==> src/rtl/aes_io_pkg.sv <==
// Shared definitions for the AES byte-stream input and output stages.
// Block geometry and the assembler/disassembler state encoding.
package aes_io_pkg;

    localparam int BLOCK_BYTES = 16;
    localparam int BLOCK_W     = 8 * BLOCK_BYTES;
    localparam int CNT_W       = $clog2(BLOCK_BYTES);

    typedef enum logic [1:0] {
        IDLE = 2'd0,
        FILL = 2'd1,
        FULL = 2'd2
    } state_e;

    // Byte i of a block sits at bits [8i+7:8i].
    function automatic logic [7:0] block_byte(
        input logic [BLOCK_W-1:0] blk,
        input int unsigned        idx
    );
        return blk[8*idx +: 8];
    endfunction

endpackage

==> src/rtl/byte_gap_timer.sv <==
// Idle-gap watchdog for a partially assembled block.
// expire fires on the enabled cycle in which the gap reaches its limit.
module byte_gap_timer #(
    parameter int TIMEOUT_CYCLES = 1024
) (
    input  logic clk,
    input  logic rst_n,
    input  logic clear,
    input  logic enable,
    output logic expire
);

    if (TIMEOUT_CYCLES == 0) begin : g_off
        logic unused_in;
        assign unused_in = clear ^ enable;
        assign expire    = 1'b0;
    end else begin : g_on
        localparam int W = $clog2(TIMEOUT_CYCLES + 1);
        localparam logic [W-1:0] LAST = W'(TIMEOUT_CYCLES - 1);

        logic [W-1:0] gap_q;
        logic [W-1:0] gap_d;

        assign expire = enable & ~clear & (gap_q == LAST);

        always_comb begin
            gap_d = gap_q;
            if (clear || expire) begin
                gap_d = '0;
            end else if (enable) begin
                gap_d = gap_q + W'(1);
            end
        end

        always_ff @(posedge clk or negedge rst_n) begin
            if (!rst_n) begin
                gap_q <= '0;
            end else begin
                gap_q <= gap_d;
            end
        end
    end

endmodule

==> src/rtl/read_plain.sv <==
// Byte-serial to 128-bit block assembler feeding the AES encrypt core.
// First byte lands in the MSB; the block is held until plain_ready.
module read_plain
    import aes_io_pkg::*;
#(
    parameter int TIMEOUT_CYCLES = 1024
) (
    input  logic               clk,
    input  logic               rst_n,
    input  logic [7:0]         byte_in,
    input  logic               byte_valid,
    output logic               byte_ready,
    input  logic               flush,
    output logic [BLOCK_W-1:0] plain_out,
    output logic               plain_valid,
    input  logic               plain_ready,
    output logic               timeout_err
);

    localparam logic [CNT_W-1:0] CNT_LAST = CNT_W'(BLOCK_BYTES - 1);

    state_e             state_q;
    state_e             state_d;
    logic [CNT_W-1:0]   cnt_q;
    logic [CNT_W-1:0]   cnt_d;
    logic [BLOCK_W-1:0] shift_q;
    logic [BLOCK_W-1:0] shift_d;
    logic               terr_q;
    logic               terr_d;

    logic byte_xfer;
    logic blk_xfer;
    logic gap_en;
    logic gap_clr;
    logic expire;

    // A full block only makes room when the consumer is taking it.
    assign byte_ready  = (state_q == FULL) ? plain_ready : 1'b1;
    assign plain_valid = (state_q == FULL);
    assign plain_out   = shift_q;
    assign timeout_err = terr_q;

    assign byte_xfer = byte_valid & byte_ready & ~flush;
    assign blk_xfer  = plain_valid & plain_ready;
    assign gap_en    = (state_q == FILL) & ~byte_xfer & ~flush;
    assign gap_clr   = byte_xfer | flush | (state_q != FILL);

    byte_gap_timer #(
        .TIMEOUT_CYCLES(TIMEOUT_CYCLES)
    ) u_gap (
        .clk   (clk),
        .rst_n (rst_n),
        .clear (gap_clr),
        .enable(gap_en),
        .expire(expire)
    );

    always_comb begin
        state_d = state_q;
        cnt_d   = cnt_q;
        shift_d = shift_q;
        terr_d  = 1'b0;

        if (flush) begin
            state_d = IDLE;
            cnt_d   = '0;
        end else begin
            if (byte_xfer) begin
                shift_d = {shift_q[BLOCK_W-9:0], byte_in};
                cnt_d   = cnt_q + CNT_W'(1);
            end

            unique case (state_q)
                IDLE: begin
                    if (byte_xfer) begin
                        state_d = FILL;
                    end
                end
                FILL: begin
                    if (byte_xfer && cnt_q == CNT_LAST) begin
                        state_d = FULL;
                    end else if (expire) begin
                        state_d = IDLE;
                        cnt_d   = '0;
                        terr_d  = 1'b1;
                    end
                end
                FULL: begin
                    // A byte taken alongside the block starts the next one.
                    if (blk_xfer) begin
                        state_d = byte_xfer ? FILL : IDLE;
                    end
                end
                default: begin
                    state_d = IDLE;
                    cnt_d   = '0;
                end
            endcase
        end
    end

    always_ff @(posedge clk or negedge rst_n) begin
        if (!rst_n) begin
            state_q <= IDLE;
            cnt_q   <= '0;
            shift_q <= '0;
            terr_q  <= 1'b0;
        end else begin
            state_q <= state_d;
            cnt_q   <= cnt_d;
            shift_q <= shift_d;
            terr_q  <= terr_d;
        end
    end

endmodule

==> config.mk <==
export PLATFORM = sky130hd
export DESIGN_NAME = read_plain
export DESIGN_NICKNAME = d
export VERILOG_FILES = /design/src/rtl/aes_io_pkg.sv /design/src/rtl/byte_gap_timer.sv /design/src/rtl/read_plain.sv
export SDC_FILE = /design/constraint.sdc
export NUM_CORES = 1
export LEC_CHECK = 0
export CORE_UTILIZATION = 35
export DETAILED_ROUTE_END_ITERATION = 6
export PLACE_DENSITY = 0.72
export RECOVER_POWER = 25
export SLEW_MARGIN = 25
export SYNTH_ARGS = -nofsm -noshare
export SYNTH_HDL_FRONTEND = slang
export SYNTH_SLANG_ARGS = --single-unit
==> constraint.sdc <==
create_clock -name clk -period 4.47 [get_ports clk]
set_input_delay 0.447 -clock clk [delete_from_list [all_inputs] [get_ports clk]]
set_output_delay 0.447 -clock clk [all_outputs]
set_load 0.005 [all_outputs]
# Yosys cells after proc, flatten, opt, wreduce, memory -nomap -nowiden

Index checks and enable logic that the tools add are counted.

Eq/ne operators: 8
Muxes and demuxes: 19
Bitwise operators: 12
Reduce and logical (&&, ||, !) cells: 7
$add $sub $neg: 2

Operator list:

| cell                    | number |
|---|---|
| $mux W11                | 2 |
| $mux W4                 | 4 |
| $add A11 B1 Y11 const B | 1 |
| $eq A11 B10 Y1 const B  | 1 |
| $mux W2                 | 5 |
| $pmux W4 S2             | 1 |
| $and A1 B1 Y1           | 7 |
| $mux W1                 | 6 |
| $pmux W2 S3             | 1 |
| $add A4 B1 Y4 const B   | 1 |
| $eq A4 B4 Y1 const B    | 1 |
| $ne A4 B2 Y1 const B    | 1 |
| $ne A3 B2 Y1 const B    | 1 |
| $ne A3 B3 Y1 const B    | 1 |
| $not A1 Y1              | 3 |
| $reduce_and A3 Y1       | 1 |
| $eq A2 B1 Y1 const B    | 1 |
| $eq A2 B2 Y1 const B    | 1 |
| $logic_not A2 Y1        | 1 |
| $ne A2 B1 Y1 const B    | 1 |
| $or A1 B1 Y1            | 2 |
| $reduce_and A2 Y1       | 1 |
| $reduce_bool A2 Y1      | 1 |
| $reduce_or A2 Y1        | 1 |
| other kinds (2)         | 2 |

Input bits: 13
Output and inout port bits: 131
Logic and storage cells: 53
Register bits: 146

# Longest topological paths before layout

Depth in word-level cells: 13
Gate-level depth with buffers: 8
Gate-level depth less buffers: 5

# By module

Synthesis repeated with hierarchy kept, for this count alone.

Cell total of the unflattened synthesis: 369
Area, all modules: 6,241.0 um^2

Modules (own cells, without submodules):

| module         | cells an instance | area each (um^2) | instances | sequential area each (um^2) |
|---|---|---|---|---|
| read_plain     | 312               | 5,661.7          | 1         | 3,378.2 |
| byte_gap_timer | 57                | 579.3            | 1         | 275.3 |

# Worst setup path before layout

OpenSTA, ideal clock, no wires.

Path type: in2reg
Start: in plain_ready
End: reg shift_q[0] (netlist: plain_out[0])
Setup slack: 2,523 ps
Library setup time: 125 ps
Arrival: 1,822 ps
Path buffers: 4
Data required time: 4,345 ps
Cell stages on the path: 7
Path through: or3b_1 -> buf_2 -> and3b_1 -> buf_6 -> buf_12 -> buf_8 -> mux2_4

Word-level cells in the longest chain between the ends: 4

RTL lines:

| item                               | line              | source |
|---|---|---|
| start, declared                    | read_plain.sv:16  | `input logic plain_ready,` |
| $mux W1                            | read_plain.sv:38  | `assign byte_ready = (state_q == FULL) ? plain_ready : 1'b1;` |
| net byte_ready                     | read_plain.sv:12  | `output logic byte_ready,` |
| $and A1 B1 Y1 (2 in a row)         | read_plain.sv:43  | `assign byte_xfer = byte_valid & byte_ready & ~flush;` |
| $reduce_and A2 Y1 (no source line) | -                 |  |
| end signal, assigned               | read_plain.sv:111 | `shift_q <= shift_d;` |
| end, declared                      | read_plain.sv:26  | `logic [BLOCK_W-1:0] shift_q;` |

The timed path passes the listed nets, and every way through them passes these cells.
A chain may end at the register's enable or synchronous reset.

==> results.json <==
{
  "cts-hold-fix-buffers": 0,
  "die_x_um": 134,
  "rsz_0062_raised_after_global_routing": "false",
  "groute.layer.met1.usage_pct": 18.8,
  "synthesis.instances": 357,
  "synth_xor_area_share_pct": 1.57,
  "netlist.area_leader.share_pct": 59.7,
  "h-tree-depth": 4,
  "cts.repair_timing.setup_buffer_count": 0,
  "worst_ep_required_time_ns": 4.37,
  "clock_path_buffers": 2,
  "critPathTopFamily": "buffers and inverters",
  "synth-main-ff-cell": "dfrtp_1",
  "first_pass_iters": 4,
  "detail_route.vias_per_cell": 4.63,
  "holdCritPathClass": "reg -> reg",
  "detailroute.via_count": 3413,
  "final_hold_slack_ns": 0.492,
  "dieHeight_um": 134,
  "flow.area_growth_from_synthesis_pct": 34.3,
  "setup_viol_count_final": 0,
  "io_pins": 144,
  "crit_path_max_incr_delay_ns": 1.94,
  "crit_buf_inv": 1,
  "layout_min_cycle_time_ns": 2.56,
  "rr_startpoint": "state_q[1]",
  "max-vdd-ir-drop_mv": 0.311,
  "worst_clock_skew_ns": 0.0103,
  "number_of_fill_cells_in_the_layout": 1424,
  "crit_path_start_kind": "input port",
  "path_clk_slew_ns": 0.05,
  "critical_path.startpoint": "rst_n",
  "wl_per_cell_um": 15.7,
  "post_cts.resized_instances": 0,
  "path_class": "in -> async",
  "finalWirelength_um": 11600,
  "root_buffer_cell": "clkbuf_16",
  "post-route-worst-setup-slack_ns": 1.91,
  "slowest_stage_cell_cp": "clkbuf_2",
  "synth_mux_area_share_pct": 29.6,
  "dpl.hpwl_um": 7600,
  "dpl-instance-area_um2": 7620,
  "synth.cell_area_um2": 6120,
  "synth_compound_gate_area_share_pct": 0.858,
  "critical_path_peak_fanout": 115,
  "synth_seq_area_share_pct": 59.7,
  "synth-async-reset-ratio_pct": 100,
  "drt_iter0_drc": 101,
  "grt.overflow.total": 0,
  "mappedNetlistNets": 372,
  "leakagePower_nw": 3.68,
  "sinks_on_clock_net": 146,
  "first_global_vias": 3669,
  "drt.antenna.violating_nets": 0,
  "placement_rows": 47,
  "final-instance-count-excl-fill": 737,
  "groute.layer.met3.usage_pct": 5.90,
  "floorplan.initialDensity_pct": 36.4,
  "tritoncts": "yes",
  "worstHoldStart": "u_gap.g_on.gap_q[0]",
  "pre_cts_slack_ns": 1.81,
  "buffer_ports.inserted": 143,
  "timing.reg2reg.setup_slack_ns": 2.14,
  "finalCritPeriodShare_pct": 57.3,
  "ordered_list_of_cells_on_the_worst_path": "clkbuf_2",
  "final-max-slew-violation-count": 116,
  "worst-endpoint-arrival_ns": 2.47,
  "yosys.area_share.simple_pct": 3.68,
  "synth_top_family_by_area": "multiplexers",
  "max_slew.worst_pin.slew_ns": 2.80,
  "total_negative_setup_slacks_ns": 0,
  "max_cap_viol_count": 1,
  "grtUsageMet2_pct": 19.9,
  "post_route_cells_drive_above_1_share_pct": 32.1,
  "finalWeightedCongestion": 0.729,
  "drc_errors": 0,
  "violations": "capacitance limit, slew limit",
  "globalRoute.busiestLayer": "met2",
  "post_synth_fa_ha_maj_area_fraction_pct": 0.409,
  "core-area_um2": 16800,
  "synth-edff-count": 0,
  "grt_antenna_before_repair": 0,
  "synth_top_cell_by_area": "dfrtp_1",
  "ys_top_cells_by_area": "dfrtp_1 60%, mux2_4 24%, mux2_2 5.5%, buf_12 2.9%, nor2_1 1.0%",
  "cellPowerDensity_nw_per_um2": 672,
  "hold_violations": 0,
  "run_status": "finished, violations left",
  "worstSkewPairLatency_ns": 0.41,
  "number_of_cts_inserted_buffers": 17,
  "ys.warnings.count": 0,
  "antennaDiodeCount": 0,
  "worstSetupEndpointType": "asynchronous set/reset pin",
  "first_pass_grt_wire_length_um": 19600,
  "synth_register_bits": 146,
  "largest_net_degree_at_the_start_of_global_routing": 131,
  "post-place-cells": 705,
  "timing.slew.headroom_pct": -86.5,
  "syn_avg_cell_area_um2": 17.1,
  "die_ar_um2": 18000,
  "max_freq_mhz": 390,
  "nets_final": 519,
  "synth_cell_types": 31,
  "layout.cell_area.non_filler_um2": 8220,
  "groute.usage.overall_pct": 14.0
}
[synth_stat cells (2+ instances only)]
library cell	instances
nor3_1	2
xor2_1	4
buf_12	9
dfrtp_1	146
buf_8	2
xnor2_1	7
inv_1	4
a21oi_1	3
mux2_4	98
nor2_1	17
and3_1	2
nand4_1	2
mux2_2	30
nand3_1	6
ha_1	2
buf_2	4
nand2_1	5
[layout by cell type, fill, tap and decap left out, drive strengths merged, types with 3 or more instances in the layout]
master         instances
dfrtp                146
clkdlybuf4s50        142
mux2                 128
clkbuf                25
nor2                  17
xnor2                  7
nand3                  6
nand2                  5
xor2                   4
inv                    4
clkinv                 4
a21oi                  3
[worst paths after layout]
| path | depth (start not counted) | end |
|---|---|---|
| setup / recovery | 1 | plain_out[62] |
| hold / removal | 1 | u_gap.g_on.gap_q[0] |
| setup reg to reg | 4 | plain_out[96] |
| hold reg to reg | 1 | u_gap.g_on.gap_q[0] |
| max in group clk | 4 | plain_out[96] |
| min in group asynchronous | 1 | plain_out[112] |
[sequential cells by signal (all words and copies together), names as in the netlist]
name	count
plain_out	128
u_gap.g_on.gap_q	11
state_q	2
cnt_q	4
timeout_err	1
[logic make-up (layout without fill, tap and decap cells)]
family,after synthesis,after routing
xor+xnor,11,11
compound gates,7,7
flops,146,146
fa+ha+maj,2,2
buf+inv,21,181
simple gates,42,42
mux,128,128
[where the power goes]
| group | internal [mW] | leakage, nW | switching, mW |
|---|---|---|---|
| logic | 1.39 | 1.54 | 0.461 |
| registers | 1.82 | 1.84 | 0.428 |
| clock network | 0.909 | 0.298 | 0.512 |
[through the flow]
stage	total power [mW]	utilization (%)
after detailed placement	4.14	45.3
after floorplan	2.93	-
final	5.52	48.9
after global routing	5.84	48.9
after global placement	4.08	45.3
after CTS	5.61	48.9
[layer usage]
metal,wire (um),share of wire [%]
met2,5020,43
met5,0,0
met4,114,0.99
met1,5500,48
met3,920,8.0
[area by class of cell]
type                    count  area, um2  share of cell area, %
clock buffers              24        512                   6.23
inverters                   4       15.0                  0.183
clock inverters             8       98.8                   1.20
flip-flops and latches    146       3650                   44.4
multi-input cells         190       2210                   26.9
well taps                 220        275                   3.35
repair buffers            145       1450                   17.7
Note: power is estimated with default switching activity, not from simulation.
